[src/rtl/out_reg_write_sequencer.sv]
// Sequences writes into a 16 x 8-bit output register bank and drives its clear strobe and output-enable mask.
// Latency: WRITE takes SETUP_CYC+STROBE_CYC+HOLD_CYC cycles, OE_SET/reserved take 1, CLEAR takes STROBE_CYC; done follows.
// Backpressure: req_ready is high only in IDLE (including the done cycle); the requester holds its command until accepted.
module out_reg_write_sequencer #(
    parameter int SETUP_CYC  = 1,
    parameter int STROBE_CYC = 2,
    parameter int HOLD_CYC   = 1,
    parameter int CNT_W      = 4
) (
    input  logic        CLK,
    input  logic        CLR_n,
    input  logic        req_valid,
    output logic        req_ready,
    input  logic [1:0]  req_op,
    input  logic [3:0]  req_addr,
    input  logic [7:0]  req_data,
    output logic [7:0]  data_bus,
    output logic [15:0] sel,
    output logic [15:0] oe,
    output logic        reg_clr,
    output logic        done,
    output logic        err
);

    typedef enum logic [2:0] {
        ST_IDLE,
        ST_SETUP,
        ST_STROBE,
        ST_HOLD,
        ST_APPLY,
        ST_CLEAR
    } state_t;

    localparam logic [1:0] OP_WRITE  = 2'b00;
    localparam logic [1:0] OP_OE_SET = 2'b01;
    localparam logic [1:0] OP_CLEAR  = 2'b10;
    localparam logic [1:0] OP_RSVD   = 2'b11;

    // Phase counter reload values: each phase lasts *_CYC cycles, exiting when the counter reaches 0.
    localparam logic [CNT_W-1:0] SETUP_LD  = CNT_W'(SETUP_CYC - 1);
    localparam logic [CNT_W-1:0] STROBE_LD = CNT_W'(STROBE_CYC - 1);
    localparam logic [CNT_W-1:0] HOLD_LD   = CNT_W'(HOLD_CYC - 1);

    state_t           state;
    logic [CNT_W-1:0] phase_cnt;
    logic [1:0]       op_q;
    logic [3:0]       addr_q;
    logic             oe_bit_q;

    // Sequencer FSM; every output is a flop so sel/reg_clr edges are glitch-free register clocks.
    always_ff @(posedge CLK or negedge CLR_n) begin
        if (!CLR_n) begin
            state     <= ST_IDLE;
            phase_cnt <= '0;
            op_q      <= OP_WRITE;
            addr_q    <= '0;
            oe_bit_q  <= 1'b0;
            req_ready <= 1'b1;
            data_bus  <= '0;
            sel       <= '0;
            oe        <= '0;
            reg_clr   <= 1'b1;   // bank is held cleared until the first edge after release
            done      <= 1'b0;
            err       <= 1'b0;
        end else begin
            done <= 1'b0;
            err  <= 1'b0;
            case (state)
                ST_IDLE: begin
                    reg_clr <= 1'b0;
                    if (req_valid) begin
                        op_q      <= req_op;
                        addr_q    <= req_addr;
                        oe_bit_q  <= req_data[0];
                        req_ready <= 1'b0;
                        case (req_op)
                            OP_WRITE: begin
                                state     <= ST_SETUP;
                                data_bus  <= req_data;
                                phase_cnt <= SETUP_LD;
                            end
                            OP_CLEAR: begin
                                state     <= ST_CLEAR;
                                reg_clr   <= 1'b1;
                                data_bus  <= '0;
                                phase_cnt <= STROBE_LD;
                            end
                            default: begin
                                state <= ST_APPLY;
                            end
                        endcase
                    end
                end
                ST_SETUP: begin
                    if (phase_cnt == '0) begin
                        state     <= ST_STROBE;
                        sel       <= 16'h0001 << addr_q;
                        phase_cnt <= STROBE_LD;
                    end else begin
                        phase_cnt <= phase_cnt - 1'b1;
                    end
                end
                ST_STROBE: begin
                    if (phase_cnt == '0) begin
                        state     <= ST_HOLD;
                        sel       <= '0;
                        phase_cnt <= HOLD_LD;
                    end else begin
                        phase_cnt <= phase_cnt - 1'b1;
                    end
                end
                ST_HOLD: begin
                    if (phase_cnt == '0) begin
                        state     <= ST_IDLE;
                        req_ready <= 1'b1;
                        done      <= 1'b1;
                    end else begin
                        phase_cnt <= phase_cnt - 1'b1;
                    end
                end
                ST_APPLY: begin
                    if (op_q == OP_OE_SET) begin
                        oe[addr_q] <= oe_bit_q;
                    end
                    err       <= (op_q == OP_RSVD);
                    state     <= ST_IDLE;
                    req_ready <= 1'b1;
                    done      <= 1'b1;
                end
                ST_CLEAR: begin
                    if (phase_cnt == '0) begin
                        state     <= ST_IDLE;
                        reg_clr   <= 1'b0;
                        req_ready <= 1'b1;
                        done      <= 1'b1;
                    end else begin
                        phase_cnt <= phase_cnt - 1'b1;
                    end
                end
                default: begin
                    state     <= ST_IDLE;
                    sel       <= '0;
                    reg_clr   <= 1'b0;
                    req_ready <= 1'b1;
                end
            endcase
        end
    end

endmodule

[config.mk]
export PLATFORM = sky130hd
export DESIGN_NAME = out_reg_write_sequencer
export DESIGN_NICKNAME = d
export VERILOG_FILES = /design/src/rtl/out_reg_write_sequencer.sv
export SDC_FILE = /design/constraint.sdc
export NUM_CORES = 1
export LEC_CHECK = 0
export CORE_MARGIN = 2
export CORE_UTILIZATION = 40
export DETAILED_ROUTE_END_ITERATION = 10
export PLACE_DENSITY = 0.71
export SYNTH_ARGS = -nofsm -noshare
export SYNTH_HDL_FRONTEND = slang
export SYNTH_SLANG_ARGS = --single-unit
[constraint.sdc]
create_clock -name CLK -period 2.3 [get_ports CLK]
set_input_delay 0.46 -clock CLK [delete_from_list [all_inputs] [get_ports CLK]]
set_output_delay 0.46 -clock CLK [all_outputs]
set_load 0.02 [all_outputs]
==> metrics.md, run 1 <==
| Metric | Value |
|---|---|
| Most common cell after layout, fill and taps aside | `clkdlybuf4s50_1` |
| WL met1 | `2.667 mm` |
| Sequential fraction of the synthesis area | `0.5313` |
| Clock sinks | `between 50 and 60` |
| Most frequent cells in the layout | `59 x clkdlybuf4s50_1, 56 x dfrtp_1, 37 x nor2_1, 27 x mux2_2, 11 x nor3_1` |
| RSZ-0062 raised after global routing | `no` |
| Die Ht | `between 80 and 90 um` |
| Sequential Power Share | `0.360` |
| Leak | `approximately 1.6 nW` |
| Vias | `between 2,000 and 2,500` |
| DP Worst Slack | `-0.003131 ns` |
| CTS Buffer Depth | `2` |
| Synth cell types | `45` |
| Clock latency on the worst-skew pair | `between 0.3 and 0.4 ns` |
| Layout Nets | `322` |
| Final WL | `~5.7 mm` |
| Initial DRT Pass Iterations | `4` |
| Io pins | `61` |
| Final core occ | `0.5447` |
| Largest net degree at the start of global routing | `between 50 and 60` |
| Leading post-synthesis cells by cell area | `dfrtp_1 51%, mux2_2 11%, mux2_4 5.5%` |
| Number of global-route vias before repair | `between 2,000 and 2,500` |
| All-Layer GR Usage | `0.1687` |
| Reg2Reg Depth | `8` |
| CP Max Fanout | `16` |
| Die Area | `about 0.0075 sq mm` |
| CTS tree | `done` |
| First-pass GRT wire length | `roughly 10 mm` |
| Net Sw Frac | `0.3704` |
| FILL cells | `600` |
| Root buffer cell | `clkbuf_8` |
| Mapped Area | `between 0.002 and 0.003 sq mm` |
| Max_slew headroom | `0.5245` |
| Max-Cap Viols | `0` |
| Highest routed metal layer | `met4` |
| ANT cells | `0` |
| Area of the multi-input gates | `between 0.001 and 0.0015 sq mm` |
| Die W | `86.71 um` |
| Area of the core | `0.006719 sq mm` |
| Reg clk slew, reported paths | `roughly 0.060 ns` |
| Routed vias/inst | `5.162` |
| Worst R2R Setup Slack | `about 0.23 ns` |
| Sequential cell area | `0.001454 sq mm` |
| Worst setup margin | `~0.23 ns` |
| Avg Inst Size Synth | `roughly 12 sq um` |
| Total CTS buffers | `9` |
| Syn nets | `254` |
| Final ANT Viol Nets | `0` |
| Yosys Warn Count | `0` |
| DR WL met2 | `between 2 and 3 mm` |
| Avg WL per Cell | `between 10 and 15 um` |
| H-tree depth | `3` |
| Cell Pwr Density | `1297 mW/mm^2` |
| Pins over their slew limit | `0` |
| Crit path DAT | `between 2 and 2.5 ns` |
| Crit. End Element | `flop` |
| Type of origin of the critical path | `flop` |
| Layout cells sized above 1 | `0.2370` |
| Top cell type's share of synthesized area | `0.5121` |
| Initial core utilization | `0.4073` |
| Cells after Synth | `roughly 240` |
| Slew @ Worst Pin | `between 0.7 and 0.8 ns` |
| Setup Skew | `~0.0086 ns` |
| Max Clk Rate | `0.4820 GHz` |
| Resized cells post-CTS | `0` |
| Peak supply drop | `between 600 and 700 uV` |
| Worst EP required | `2.52 ns` |
| Setup violations, final | `0` |
| Synth area leader | `dfrtp_1` |
| Final Wtd Congestion | `around 0.80` |
| Tmin final | `around 2.1 ns` |
| Internal | `2.989 mW` |
| Met3 WL | `roughly 260 um` |
| Worst Setup Path Type | `reg2reg` |
| Period utilization | `0.9020` |
| Worst Hold Class | `in2async` |
| Row Count | `30` |
| Synthesized flop and latch total | `a little under 60` |
| Post-DP HPWL | `about 4.1 mm` |
| Initial antenna violation count | `0` |
| Status | `complete, no violations` |
| P&R area growth vs syn | `33.74%` |
| Switch Pwr | `around 1.8 mW` |
| Clock power share | `0.220` |
| Grt ovf | `0` |
| Drt first-iter violations | `75` |
| Logic pwr share | `0.421` |
| Final hold vios | `0` |
| IO Port Bufs | `60` |
| # DRC | `0` |
-- cells in the mapped netlist (all sizes together) --
library cell and instances:
nand2b 10, o21ai 7, a21oi 5, a41oi 1, clkbuf 7, nor4 1
or3b 1, a2111oi 1, dfrtp 56, o22ai 2, and4bb 1, nor3b 1
a31oi 1, buf 5, dfstp 2, and4 1, xnor2 1, o31ai 2
and2 1, o311ai 1, nor2 39, and4b 1, nand3b 4, mux2 38
nor2b 1, o21a 1, nand2 9, and3 1, nor3 12, ha 2
nand4b 1, nand3 6, a22o 9, inv 4
-- worst max-delay path, stage by stage, from the launching register on --
cell and delay [ns]:
dfrtp_1 0.39, inv_1 0.10, ha_1 0.19, or3b_1 0.40, nor2_2 0.18, o21ai_2 0.09
o31ai_4 0.07, buf_12 0.20, mux2_2 0.35
-- layer usage --
metal / vias up / global-route usage
met4: 0 / 0.06534
li1: 964 / -
met5: - / 0
met1: 984 / 0.2277
met2: 48 / 0.2538
met3: 7 / 0.05333
-- power by group through the flow --
| stage | combinational (mW) | sequential, mW | clock [mW] |
|---|---|---|---|
| after floorplan | 1.22 | 1.78 | 0 |
| after global placement | 1.92 | 1.71 | 0 |
| after detailed placement | 1.96 | 1.72 | 0 |
| after CTS | 2.01 | 1.71 | 1.06 |
| after global routing | 2.19 | 1.77 | 1.11 |
| final | 2.00 | 1.71 | 1.04 |
-- stage by stage --
step	area, sq um	hold slack (ns)	total power [mW]	setup TNS, ns	cells
after CTS	3660	0.2902	4.782	0	388
after global routing	3660	0.3290	5.068	0	388
after detailed placement	3421	0.4864	3.685	-0.003131	371
after floorplan	2736	0.1644	3.001	0	235
final	3660	0.2535	4.748	0	388
after global placement	3421	0.4850	3.631	0	371
-- final timing paths --
kind,startpoint,to
setup / recovery,phase_cnt[1],sel[4]
hold / removal,CLR_n,phase_cnt[2]
setup reg to reg,phase_cnt[1],sel[4]
hold reg to reg,sel[2],sel[2]
max in group asynchronous,CLR_n,state[1]
min in group CLK,sel[2],sel[2]
-- cell families after synthesis --
| logic type | Yosys count | synth area share |
|---|---|---|
| compound gates | 30 | 0.08414 |
| xor+xnor | 1 | 0.003201 |
| fa+ha+maj | 2 | 0.009143 |
| buf+inv | 16 | 0.03155 |
| flops | 58 | 0.5313 |
| mux | 38 | 0.1701 |
| simple gates | 90 | 0.1706 |
-- state kept, by name, summed over array words and instances (netlist names) --
register   count
phase_cnt      4
addr_q         4
done           1
data_bus       8
req_ready      1
state          3
err            1
sel           16
reg_clr        1
op_q           2
oe_bit_q       1
oe            16
-- final cells by class --
cell class	count	area share
sequential	58	0.3973
multi-input combinational	161	0.3268
timing repair buffer	69	0.1846
clock buffer	11	0.03863
tap	80	0.02735
clock inverter	5	0.02120
inverter	4	0.004103
-- repair_timing --
| item | CTS | global route |
|---|---|---|
| buffers inserted | 1 | 0 |
| setup endpoints to repair | 5 | 0 |
| hold buffers | 0 | 0 |
Note: power is estimated with default switching activity, not from simulation.
==> run 2, diff against run 1 <==
==> constraint.sdc (replaced) <==
create_clock -name CLK -period 2.1 [get_ports CLK]
set_input_delay 0.42 -clock CLK [delete_from_list [all_inputs] [get_ports CLK]]
set_output_delay 0.42 -clock CLK [all_outputs]
set_load 0.02 [all_outputs]
==> run 2 against run 1 <==
Wire length up 5.6%. Sequential power up 8%. Critical path depth up 1. Non-clock buffer count up 8. Maximum frequency up 0.16%. Critical endpoint is now sel[3]. Clock skew down 0.0013 ns. Global-route usage about the same. Combinational power up 22%.
==> metrics.md, run 2 (same netlist as run 1, synthesis figures left out) <==
| Metric | Value |
|---|---|
| DR WL met2 | `2.906 mm (was 2.714 mm)` |
| CP Max Fanout | `8 (was 16)` |
| Tmin final | `2.071 ns (was 2.075 ns)` |
| Total power | `5.193 mW (was 4.748 mW)` |
| # DRC | `0 (unchanged)` |
| Post-place instance area | `0.003458 sq mm (was 0.003421 sq mm)` |
| WL met1 | `2.743 mm (was 2.667 mm)` |
| First-pass GRT wire length | `9.708 mm (was 9.729 mm)` |
| Cell Pwr Density | `1394 mW/mm^2 (was 1297 mW/mm^2)` |
| Setup violations, final | `0 (unchanged)` |
| Crit path DAT | `2.29 ns (about the same)` |
| Layout cells sized above 1 | `0.2690 (was 0.2370)` |
| Crit. End Element | `flop (unchanged)` |
| Drt first-iter violations | `51 (was 75)` |
| Net Sw Frac | `0.3884 (was 0.3704)` |
| Vias | `2,058 (was 2,003)` |
| All-Layer GR Usage | `0.1692 (was 0.1687)` |
| Worst R2R Setup Slack | `0.03 ns (was 0.23 ns)` |
| Post-DP HPWL | `4.145 mm (was 4.062 mm)` |
| Setup Skew | `0.007239 ns (was 0.008571 ns)` |
| Initial DRT Pass Iterations | `4 (unchanged)` |
| RSZ-0062 raised after global routing | `yes (was no)` |
| Avg WL per Cell | `15.21 um (was 14.69 um)` |
| Most frequent cells in the layout | `59 x clkdlybuf4s50_1, 56 x dfrtp_1, 37 x nor2_1, 25 x mux2_2, 14 x buf_4 (was 59 x clkdlybuf4s50_1, 56 x dfrtp_1, 37 x nor2_1, 27 x mux2_2, 11 x nor3_1)` |
| Max Clk Rate | `0.4828 GHz (was 0.4820 GHz)` |
| IO Port Bufs | `60 (unchanged)` |
| Clock latency on the worst-skew pair | `0.34 ns (about the same)` |
| Row Count | `30 (unchanged)` |
| Internal | `3.176 mW (was 2.989 mW)` |
| Leak | `1.620 nW (was 1.594 nW)` |
| Reg clk slew, reported paths | `0.07 ns (was 0.06 ns)` |
| Worst Setup Path Type | `reg2reg (unchanged)` |
| Initial antenna violation count | `0 (unchanged)` |
| CTS tree | `done (unchanged)` |
| Top flop regs | `oe x16, sel x16, data_bus x8 (unchanged)` |
| Grt ovf | `0 (unchanged)` |
| Max_slew headroom | `0.5375 (was 0.5245)` |
| Max-Cap Viols | `0 (unchanged)` |
| Area of the core | `0.006719 sq mm (unchanged)` |
| Final WL | `6.023 mm (was 5.701 mm)` |
| Clock sinks | `58 (unchanged)` |
| Crit-path cells | `inv_2 > ha_4 > buf_6 > or3b_4 > nor2_4 > o21ai_2 > o31ai_4 > buf_12 > mux2_2 (was inv_1 > ha_1 > or3b_1 > nor2_2 > o21ai_2 > o31ai_4 > buf_12 > mux2_2)` |
| P&R area growth vs syn | `36.08% (was 33.74%)` |
| H-tree depth | `3 (unchanged)` |
| Met3 WL | `295 um (was 255 um)` |
| ANT cells | `0 (unchanged)` |
| Most common cell after layout, fill and taps aside | `clkdlybuf4s50_1 (unchanged)` |
| Setup TNS | `0 ns (unchanged)` |
| Die W | `86.71 um (unchanged)` |
| Final Wtd Congestion | `0.7859 (was 0.8040)` |
| CTS Buffer Depth | `2 (unchanged)` |
| Highest routed metal layer | `met4 (unchanged)` |
| Io pins | `61 (unchanged)` |
| Final ANT Viol Nets | `0 (unchanged)` |
| Final instance area | `0.003724 sq mm (was 0.003660 sq mm)` |
| Largest net degree at the start of global routing | `31 (was 59)` |
| Slew @ Worst Pin | `0.6938 ns (was 0.7132 ns)` |
| Routed vias/inst | `5.197 (was 5.162)` |
| Period utilization | `0.9863 (was 0.9020)` |
| Layout Nets | `330 (was 322)` |
| Clock power share | `0.173 (was 0.220)` |
| Peak supply drop | `634.3 uV (was 623.0 uV)` |
| CTS Hold Bufs | `0 (unchanged)` |
| Status | `complete, no violations (unchanged)` |
| Root buffer cell | `clkbuf_8 (unchanged)` |
| Switch Pwr | `2.017 mW (was 1.759 mW)` |
| Die Area | `0.007519 sq mm (unchanged)` |
| Pins over their slew limit | `0 (unchanged)` |
| Worst Hold Class | `in2async (unchanged)` |
| Final hold vios | `0 (unchanged)` |
| Logic pwr share | `0.471 (was 0.421)` |
| Total CTS buffers | `9 (unchanged)` |
| Sequential Power Share | `0.356 (was 0.360)` |
| Die Ht | `86.71 um (unchanged)` |
| Initial core utilization | `0.4073 (unchanged)` |
| Largest stage delay, worst path | `0.39 ns (was 0.40 ns)` |
| Worst hold slack | `0.1261 ns (was 0.2535 ns)` |
| Crit-path slowest cell | `dfrtp_1 (was or3b_1)` |
| Type of origin of the critical path | `flop (unchanged)` |
| Number of global-route vias before repair | `2,040 (was 2,053)` |
| Worst EP required | `2.32 ns (was 2.52 ns)` |
run 2: changes by cell type in the layout (fill, tap and decap cells not counted), sizes merged:
cell	before	now
clkinv	2	3
bufinv	2	0
buf	10	18
clkinvlp	1	2
run 2: layout make-up:
class / count / area [sq um]
Clock inverter: 5 / 30.03
Fill cell: 596 / 2995
Timing Repair Buffer: 77 / 759.5
Clock buffer: 11 / 141.4
Multi-Input combinational cell: 161 / 1224
Sequential cell: 58 / 1454
Inverter: 4 / 15.01
Tap cell: 80 / 100.1
run 2: worst paths after layout:
check	endpoint	cells after the start	startpoint
worst max-delay path	sel[3]	9	phase_cnt[1]
worst min-delay path	done	1	CLR_n
worst max register to register	sel[3]	9	phase_cnt[1]
worst min register to register	sel[2]	1	sel[2]
max in group asynchronous	addr_q[0]	2	CLR_n
min in group CLK	sel[2]	1	sel[2]
run 2: layer usage:
layer  GRT usage  vias to the layer above
met3     0.05810                        8
li1            -                      985
met4     0.07244                        0
met1      0.2262                     1010
met2      0.2503                       55
met5           0                        -
run 2: power groups by stage:
stage	logic (mW)	registers, mW	clock network [mW]
finish	2.45	1.85	0.897
floorplan	1.34	1.95	0
global route	2.63	1.90	0.975
detailed placement	2.23	1.86	0
global placement	2.18	1.85	0
CTS	2.42	1.85	0.920
run 2: timing repair:
item                       in CTS  in global routing
resized for setup               7                  3
pin swaps                       2                  3
setup endpoints to repair      16                 17
cloned                          1                  0
buffers inserted                2                  1
run 2: critical path: cells and delay by family, from the launching register on:
family / cells / cell delay [ns]
simple gates: 2 / 0.51
flops: 1 / 0.39
buf+inv: 3 / 0.36
mux: 1 / 0.33
compound gates: 2 / 0.21
fa+ha+maj: 1 / 0.14
run 2: stage by stage:
step	std cells	worst slack, ns	utilization
global route	396	-0.05267	0.5542
detailed placement	376	-0.2593	0.5147
CTS	395	0.02909	0.5514
global placement	376	-0.1378	0.5147
finish	396	0.02867	0.5542
floorplan	235	0.1458	-
==> run 3, diff against run 2 <==
--- a/config.mk
+++ b/config.mk
@@ -5,10 +5,12 @@
 export SDC_FILE = /design/constraint.sdc
 export NUM_CORES = 1
 export LEC_CHECK = 0
+export CORE_ASPECT_RATIO = 1.2
 export CORE_MARGIN = 2
 export CORE_UTILIZATION = 40
 export DETAILED_ROUTE_END_ITERATION = 10
 export PLACE_DENSITY = 0.71
+export SLEW_MARGIN = 20
 export SYNTH_ARGS = -nofsm -noshare
 export SYNTH_HDL_FRONTEND = slang
 export SYNTH_SLANG_ARGS = --single-unit
==> run 3 against run 2 <==
Final area grew 1.0%. Clock-buffer cell count is 2 higher. Flip-flop and latch count unchanged. Highest routed layer unchanged. Clock power is 27% higher. Non-clock buffer count is 1 lower. Cell count up 1.3%. Hold slack worse by 0.046 ns. Wire length decreased by 1.2%.
==> metrics.md, run 3 (same netlist as run 1, synthesis figures left out) <==
| Metric | Value |
|---|---|
| Status | `complete, no violations (unchanged)` |
| Worst EP required | `2.32 ns (about the same)` |
| Cell Pwr Density | `1433 mW/mm^2 (was 1394 mW/mm^2)` |
| Final Wtd Congestion | `0.7934 (was 0.7859)` |
| Setup violations, final | `0 (unchanged)` |
| Worst Setup Path Type | `reg2reg (unchanged)` |
| P&R area growth vs syn | `37.45% (was 36.08%)` |
| Max-Cap Viols | `0 (unchanged)` |
| Most common cell after layout, fill and taps aside | `clkdlybuf4s50_1 (unchanged)` |
| H-tree depth | `3 (unchanged)` |
| Largest stage delay, worst path | `0.40 ns (was 0.39 ns)` |
| Worst setup margin | `0.09890 ns (was 0.02867 ns)` |
| Setup TNS | `0 ns (unchanged)` |
| All-Layer GR Usage | `0.1704 (was 0.1692)` |
| Period utilization | `0.9529 (was 0.9863)` |
| CTS tree | `done (unchanged)` |
| IO Port Bufs | `60 (unchanged)` |
| FILL cells | `589 (was 596)` |
| CP delay by family, top | `simple AND/OR/NAND/NOR gates (unchanged)` |
| Die Ht | `94.61 um (was 86.71 um)` |
| Type of origin of the critical path | `flop (unchanged)` |
| Crit path DAT | `2.22 ns (was 2.29 ns)` |
| Initial antenna violation count | `0 (unchanged)` |
| Max Clk Rate | `0.4997 GHz (was 0.4828 GHz)` |
| Area of the multi-input gates | `0.001206 sq mm (was 0.001224 sq mm)` |
| Final hold vios | `0 (unchanged)` |
| Initial DRT Pass Iterations | `4 (unchanged)` |
| Sequential Power Share | `0.339 (was 0.356)` |
| Worst Hold Class | `in2async (unchanged)` |
| Post-DP HPWL | `3.929 mm (was 4.145 mm)` |
| Total CTS buffers | `9 (unchanged)` |
| Layout cells sized above 1 | `0.2580 (was 0.2690)` |
| Root buffer cell | `clkbuf_8 (unchanged)` |
| Slew @ Worst Pin | `0.4466 ns (was 0.6938 ns)` |
| Drt first-iter violations | `81 (was 51)` |
| Top flop regs | `oe x16, sel x16, data_bus x8 (unchanged)` |
| ANT cells | `0 (unchanged)` |
| Setup Skew | `0.005997 ns (was 0.007239 ns)` |
| Final ANT Viol Nets | `0 (unchanged)` |
| DP Worst Slack | `-0.2068 ns (was -0.2593 ns)` |
| Crit. End Element | `flop (unchanged)` |
| Initial core utilization | `0.4066 (was 0.4073)` |
| Net Sw Frac | `0.3632 (was 0.3884)` |
| Routed vias/inst | `5.082 (was 5.197)` |
| Sequential cell area | `0.001454 sq mm (unchanged)` |
| Io pins | `61 (unchanged)` |
| Switch Pwr | `1.957 mW (was 2.017 mW)` |
| Internal | `3.431 mW (was 3.176 mW)` |
| Avg WL per Cell | `14.84 um (was 15.21 um)` |
| Largest net degree at the start of global routing | `59 (was 31)` |
| Clock power share | `0.212 (was 0.173)` |
| Max_slew headroom | `0.7000 (was 0.5375)` |
| Logic pwr share | `0.449 (was 0.471)` |
| Total power | `5.388 mW (was 5.193 mW)` |
| Clock latency on the worst-skew pair | `0.33 ns (was 0.34 ns)` |
| CTS Hold Bufs | `0 (unchanged)` |
| First-pass GRT wire length | `9.894 mm (was 9.708 mm)` |
| Row Count | `33 (was 30)` |
| # DRC | `0 (unchanged)` |
| Grt ovf | `0 (unchanged)` |
| Most frequent cells in the layout | `59 x clkdlybuf4s50_1, 56 x dfrtp_1, 37 x nor2_1, 27 x mux2_2, 13 x buf_4 (was 59 x clkdlybuf4s50_1, 56 x dfrtp_1, 37 x nor2_1, 25 x mux2_2, 14 x buf_4)` |
| Peak supply drop | `683.4 uV (was 634.3 uV)` |
| RSZ-0062 raised after global routing | `no (was yes)` |
| Layout Nets | `329 (was 330)` |
| Die W | `79.51 um (was 86.71 um)` |
| Die Area | `0.007522 sq mm (was 0.007519 sq mm)` |
| CTS Buffer Depth | `2 (unchanged)` |
| Leak | `1.641 nW (was 1.620 nW)` |
| Pins over their slew limit | `0 (unchanged)` |
| Final WL | `5.950 mm (was 6.023 mm)` |
| Number of global-route vias before repair | `2,081 (was 2,040)` |
| Clock sinks | `58 (unchanged)` |
| Crit-path slowest cell | `or3b_4 (was dfrtp_1)` |
| WP buf/inv | `2 (was 3)` |
| Vias | `2,038 (was 2,058)` |
| CP Max Fanout | `8 (unchanged)` |
| Crit-path cells | `inv_2 > ha_2 > or3b_4 > nor2_4 > o21ai_2 > o31ai_4 > clkbuf_16 > mux2_4 (was inv_2 > ha_4 > buf_6 > or3b_4 > nor2_4 > o21ai_2 > o31ai_4 > buf_12 > mux2_2)` |
| Tmin final | `2.001 ns (was 2.071 ns)` |
| Reg clk slew, reported paths | `0.06 ns (was 0.07 ns)` |
| Area of the core | `0.006730 sq mm (was 0.006719 sq mm)` |
-- run 3: cell types whose count changed in the layout (fill, tap and decap cells not counted), sizes merged --
cell      previous run  this run
bufinv               0         2
clkbuf              11        14
clkinv               3         0
buf                 18        16
clkinvlp             2         0
-- run 3: worst paths after layout --
kind	to	start	slack [ns]	cells after the start
worst max-delay path	sel[5]	phase_cnt[1]	0.1	8
worst min-delay path	sel[12]	CLR_n	0.08	2
worst max register to register	sel[5]	phase_cnt[1]	0.1	8
worst min register to register	data_bus[6]	data_bus[6]	0.51	1
max in group asynchronous	req_ready	CLR_n	1.72	2
min in group CLK	data_bus[6]	data_bus[6]	0.51	1
-- run 3: metrics by stage --
| step | utilization | cell area (sq um) | hold WS (ns) | cells |
|---|---|---|---|---|
| after global placement | 0.5170 | 3480 | 0.4470 | 383 |
| after global routing | 0.5588 | 3761 | 0.1039 | 401 |
| final | 0.5588 | 3761 | 0.08045 | 401 |
| after CTS | 0.5525 | 3719 | 0.09537 | 399 |
| after detailed placement | 0.5170 | 3480 | 0.4472 | 383 |
| after floorplan | - | 2736 | 0.1244 | 235 |
-- run 3: area by class of cell --
class / instances / area share
clock buffers: 13 / 0.04225
clock inverters: 2 / 0.01597
inverters: 4 / 0.003992
multi-input cells: 161 / 0.3207
flip-flops and latches: 58 / 0.3866
well taps: 87 / 0.02894
repair buffers: 76 / 0.2016
-- run 3: power groups by stage --
stage                     Combinational, mW  Sequential, mW  Clock [mW]
after CTS                              2.34            1.82        1.16
after floorplan                        1.34            1.95           0
after global routing                   2.65            1.88        1.22
final                                  2.42            1.83        1.14
after detailed placement               2.27            1.83           0
after global placement                 2.22            1.83           0
-- run 3: timing repair --
action                     CTS  global route
pin swaps                    1             2
setup buffers                1             1
resized for setup            0             4
gates cloned                 0             1
setup endpoints to repair   16            16
-- run 3: per-layer routing --
layer / GRT usage / share of wire / up-vias
li1: - / - / 976
met1: 0.2085 / 0.44 / 995
met2: 0.2836 / 0.49 / 54
met3: 0.03250 / 0.041 / 13
met4: 0.09052 / 0.025 / 0
met5: 0 / 0 / -
==> edit, RTL diff (flow settings as in run 3) <==
The parameter `CNT_W` goes from 4 to 6.
--- a/src/rtl/out_reg_write_sequencer.sv
+++ b/src/rtl/out_reg_write_sequencer.sv
@@ -5,7 +5,7 @@
     parameter int SETUP_CYC  = 1,
     parameter int STROBE_CYC = 2,
     parameter int HOLD_CYC   = 1,
-    parameter int CNT_W      = 4
+    parameter int CNT_W      = 6
 ) (
     input  logic        CLK,
     input  logic        CLR_n,
Formal check against the unedited RTL: no difference found for any inputs over 10 cycles, from zero or initial values; that may be too few to reach the edited logic, so the function may still have changed.
==> edit against run 3 <==
Highest routed layer unchanged. Clock skew grew 3.6 ps. Sequential share of layout area grew 0.22 points. Critical path type is now reg2out. Area after synthesis grew 5.8%. Sequential cell count grew 2. Total power shrank 11%. Design area grew 2.9%. Critical endpoint is now req_ready. Wire length grew 5.7%. Setup slack gained 90 ps.
==> edit: results (changes against run 3) <==
\begin{tabular}{lr}
\hline
Metric & Value \\
\hline
\multicolumn{2}{l}{\textbf{Cells and area}} \\
Number of nets in the layout & 354 (was 329) \\
\multicolumn{2}{l}{\textbf{Synthesis}} \\
Top cells by area, synth & sky130\_fd\_sc\_hd\_\_dfrtp\_1 (50\%), sky130\_fd\_sc\_hd\_\_mux2\_1 (6.6\%), sky130\_fd\_sc\_hd\_\_mux2\_4 (5.2\%), sky130\_fd\_sc\_hd\_\_nor2\_1 (5.1\%), sky130\_fd\_sc\_hd\_\_mux2\_2 (3.9\%) (was sky130\_fd\_sc\_hd\_\_dfrtp\_1 (51\%), sky130\_fd\_sc\_hd\_\_mux2\_2 (11\%), sky130\_fd\_sc\_hd\_\_mux2\_4 (5.5\%), sky130\_fd\_sc\_hd\_\_nor2\_1 (5.1\%), sky130\_fd\_sc\_hd\_\_a22o\_1 (2.9\%)) \\
Netlist cell types & 48 (was 45) \\
Fraction of the yosys area taken by sequential cells & 0.519 (was 0.531) \\
Post-synthesis net count & 279 (was 254) \\
Synth top cells by count & sky130\_fd\_sc\_hd\_\_dfrtp\_1 (58), sky130\_fd\_sc\_hd\_\_nor2\_1 (39), sky130\_fd\_sc\_hd\_\_nand2\_1 (30) (was sky130\_fd\_sc\_hd\_\_dfrtp\_1 (56), sky130\_fd\_sc\_hd\_\_nor2\_1 (37), sky130\_fd\_sc\_hd\_\_mux2\_2 (27)) \\
\multicolumn{2}{l}{\textbf{Global routing}} \\
Maximum number of pins on one net before global-route repair & 33 (was 59) \\
Global-route wire length before repair & 10300 um (was 9890 um) \\
\multicolumn{2}{l}{\textbf{Critical path}} \\
Data arrival time of the worst path & 1490 ps (was 2220 ps) \\
Largest stage delay, worst path & 610 ps (was 400 ps) \\
Register-to-Register Path Depth & 5 (was 8) \\
Critical-path maximum fanout & 4 (was 8) \\
\multicolumn{2}{l}{\textbf{STA}} \\
Final Skew & 9.64 ps (was 6.00 ps) \\
Transition at the pin with the smallest max-transition slack & 651 ps (was 447 ps) \\
\multicolumn{2}{l}{\textbf{Clock network}} \\
Count of hold-fix buffers inserted at cts & 1 (was 0) \\
Setup bufs post-CTS & 0 (was 1) \\
\multicolumn{2}{l}{\textbf{Drt}} \\
Vias after detailed routing & 2180 (was 2038) \\
WL final & 6290 um (was 5950 um) \\
Iteration-0 DRC count of the detailed router & 57 (was 81) \\
\multicolumn{2}{l}{\textbf{Power and ir drop}} \\
Peak supply drop & 0.000680 V (was 0.000683 V) \\
\multicolumn{2}{l}{\textbf{Outcome}} \\
Run status & finished clean (unchanged) \\
\multicolumn{2}{l}{\textbf{Placement}} \\
Worst slack, placed & 73.6 ps (was -207 ps) \\
Final GP Congestion & 0.801 (was 0.793) \\
Post-DP HPWL & 4660 um (was 3930 um) \\
\multicolumn{2}{l}{\textbf{Worst hold path}} \\
Class of the worst hold path & reg2reg (was in2async) \\
\hline
\end{tabular}
[edit: final timing paths]
kind	from	to	slack [ps]
min in group asynchronous	CLR_n	addr_q[3]$_DFFE_PN0P_	540
worst max register to register	phase_cnt[3]$_DFFE_PN0P_	sel[4]$_DFFE_PN0P_	190
worst min-delay path	data_bus[7]$_DFFE_PN0P_	data_bus[7]$_DFFE_PN0P_	460
worst min register to register	data_bus[7]$_DFFE_PN0P_	data_bus[7]$_DFFE_PN0P_	460
max in group asynchronous	CLR_n	reg_clr$_DFFE_PN1P_	930
worst max-delay path	req_ready$_DFFE_PN1P_	req_ready	190
[edit: power by group]
group          switching [mW]  internal [mW]  total (mW)  leakage (nW)
logic                    1.04          0.920        1.96         0.848
registers               0.297           1.48        1.77         0.791
clock network           0.409          0.648        1.06         0.104
[edit: logic make-up after synthesis]
| group | count (synthesis) | synth area share |
|---|---|---|
| and+or+nand+nor | 116 | 0.208 |
| xor gates and xnor gates | 4 | 0.0121 |
| adders and majority gates | 2 | 0.00864 |
| muxes | 37 | 0.157 |
| DFF | 60 | 0.519 |
| buffers and inverters | 17 | 0.0328 |
| AOI/OAI and AO/OA | 24 | 0.0622 |
[edit: layout make-up]
type / count / area, um2 / area share
clock buffers: 15 / 176 / 0.0456
clock inverters: 1 / 30.0 / 0.00776
well taps: 87 / 109 / 0.0281
flip-flops and latches: 60 / 1500 / 0.389
repair buffers: 77 / 738 / 0.191
multi-input cells: 183 / 1300 / 0.335
inverters: 4 / 15.0 / 0.00388
[edit: metal layers]
layer | share of wire | GRT usage | up-vias
met5 | 0 | 0 | -
met4 | 0.013 | 0.0628 | 0
li1 | - | - | 1039
met1 | 0.44 | 0.207 | 1076
met2 | 0.51 | 0.278 | 58
met3 | 0.040 | 0.0409 | 7
[edit: through the flow]
stage	utilization	hold WS (ps)	instances	instance area, um2
5_1_grt	0.558	499	427	3870
3_3_place_gp	0.527	350	410	3650
3_5_place_dp	0.527	356	410	3650
6_report	0.558	463	427	3870
2_1_floorplan	-	124	260	2900
4_1_cts	0.558	469	427	3870
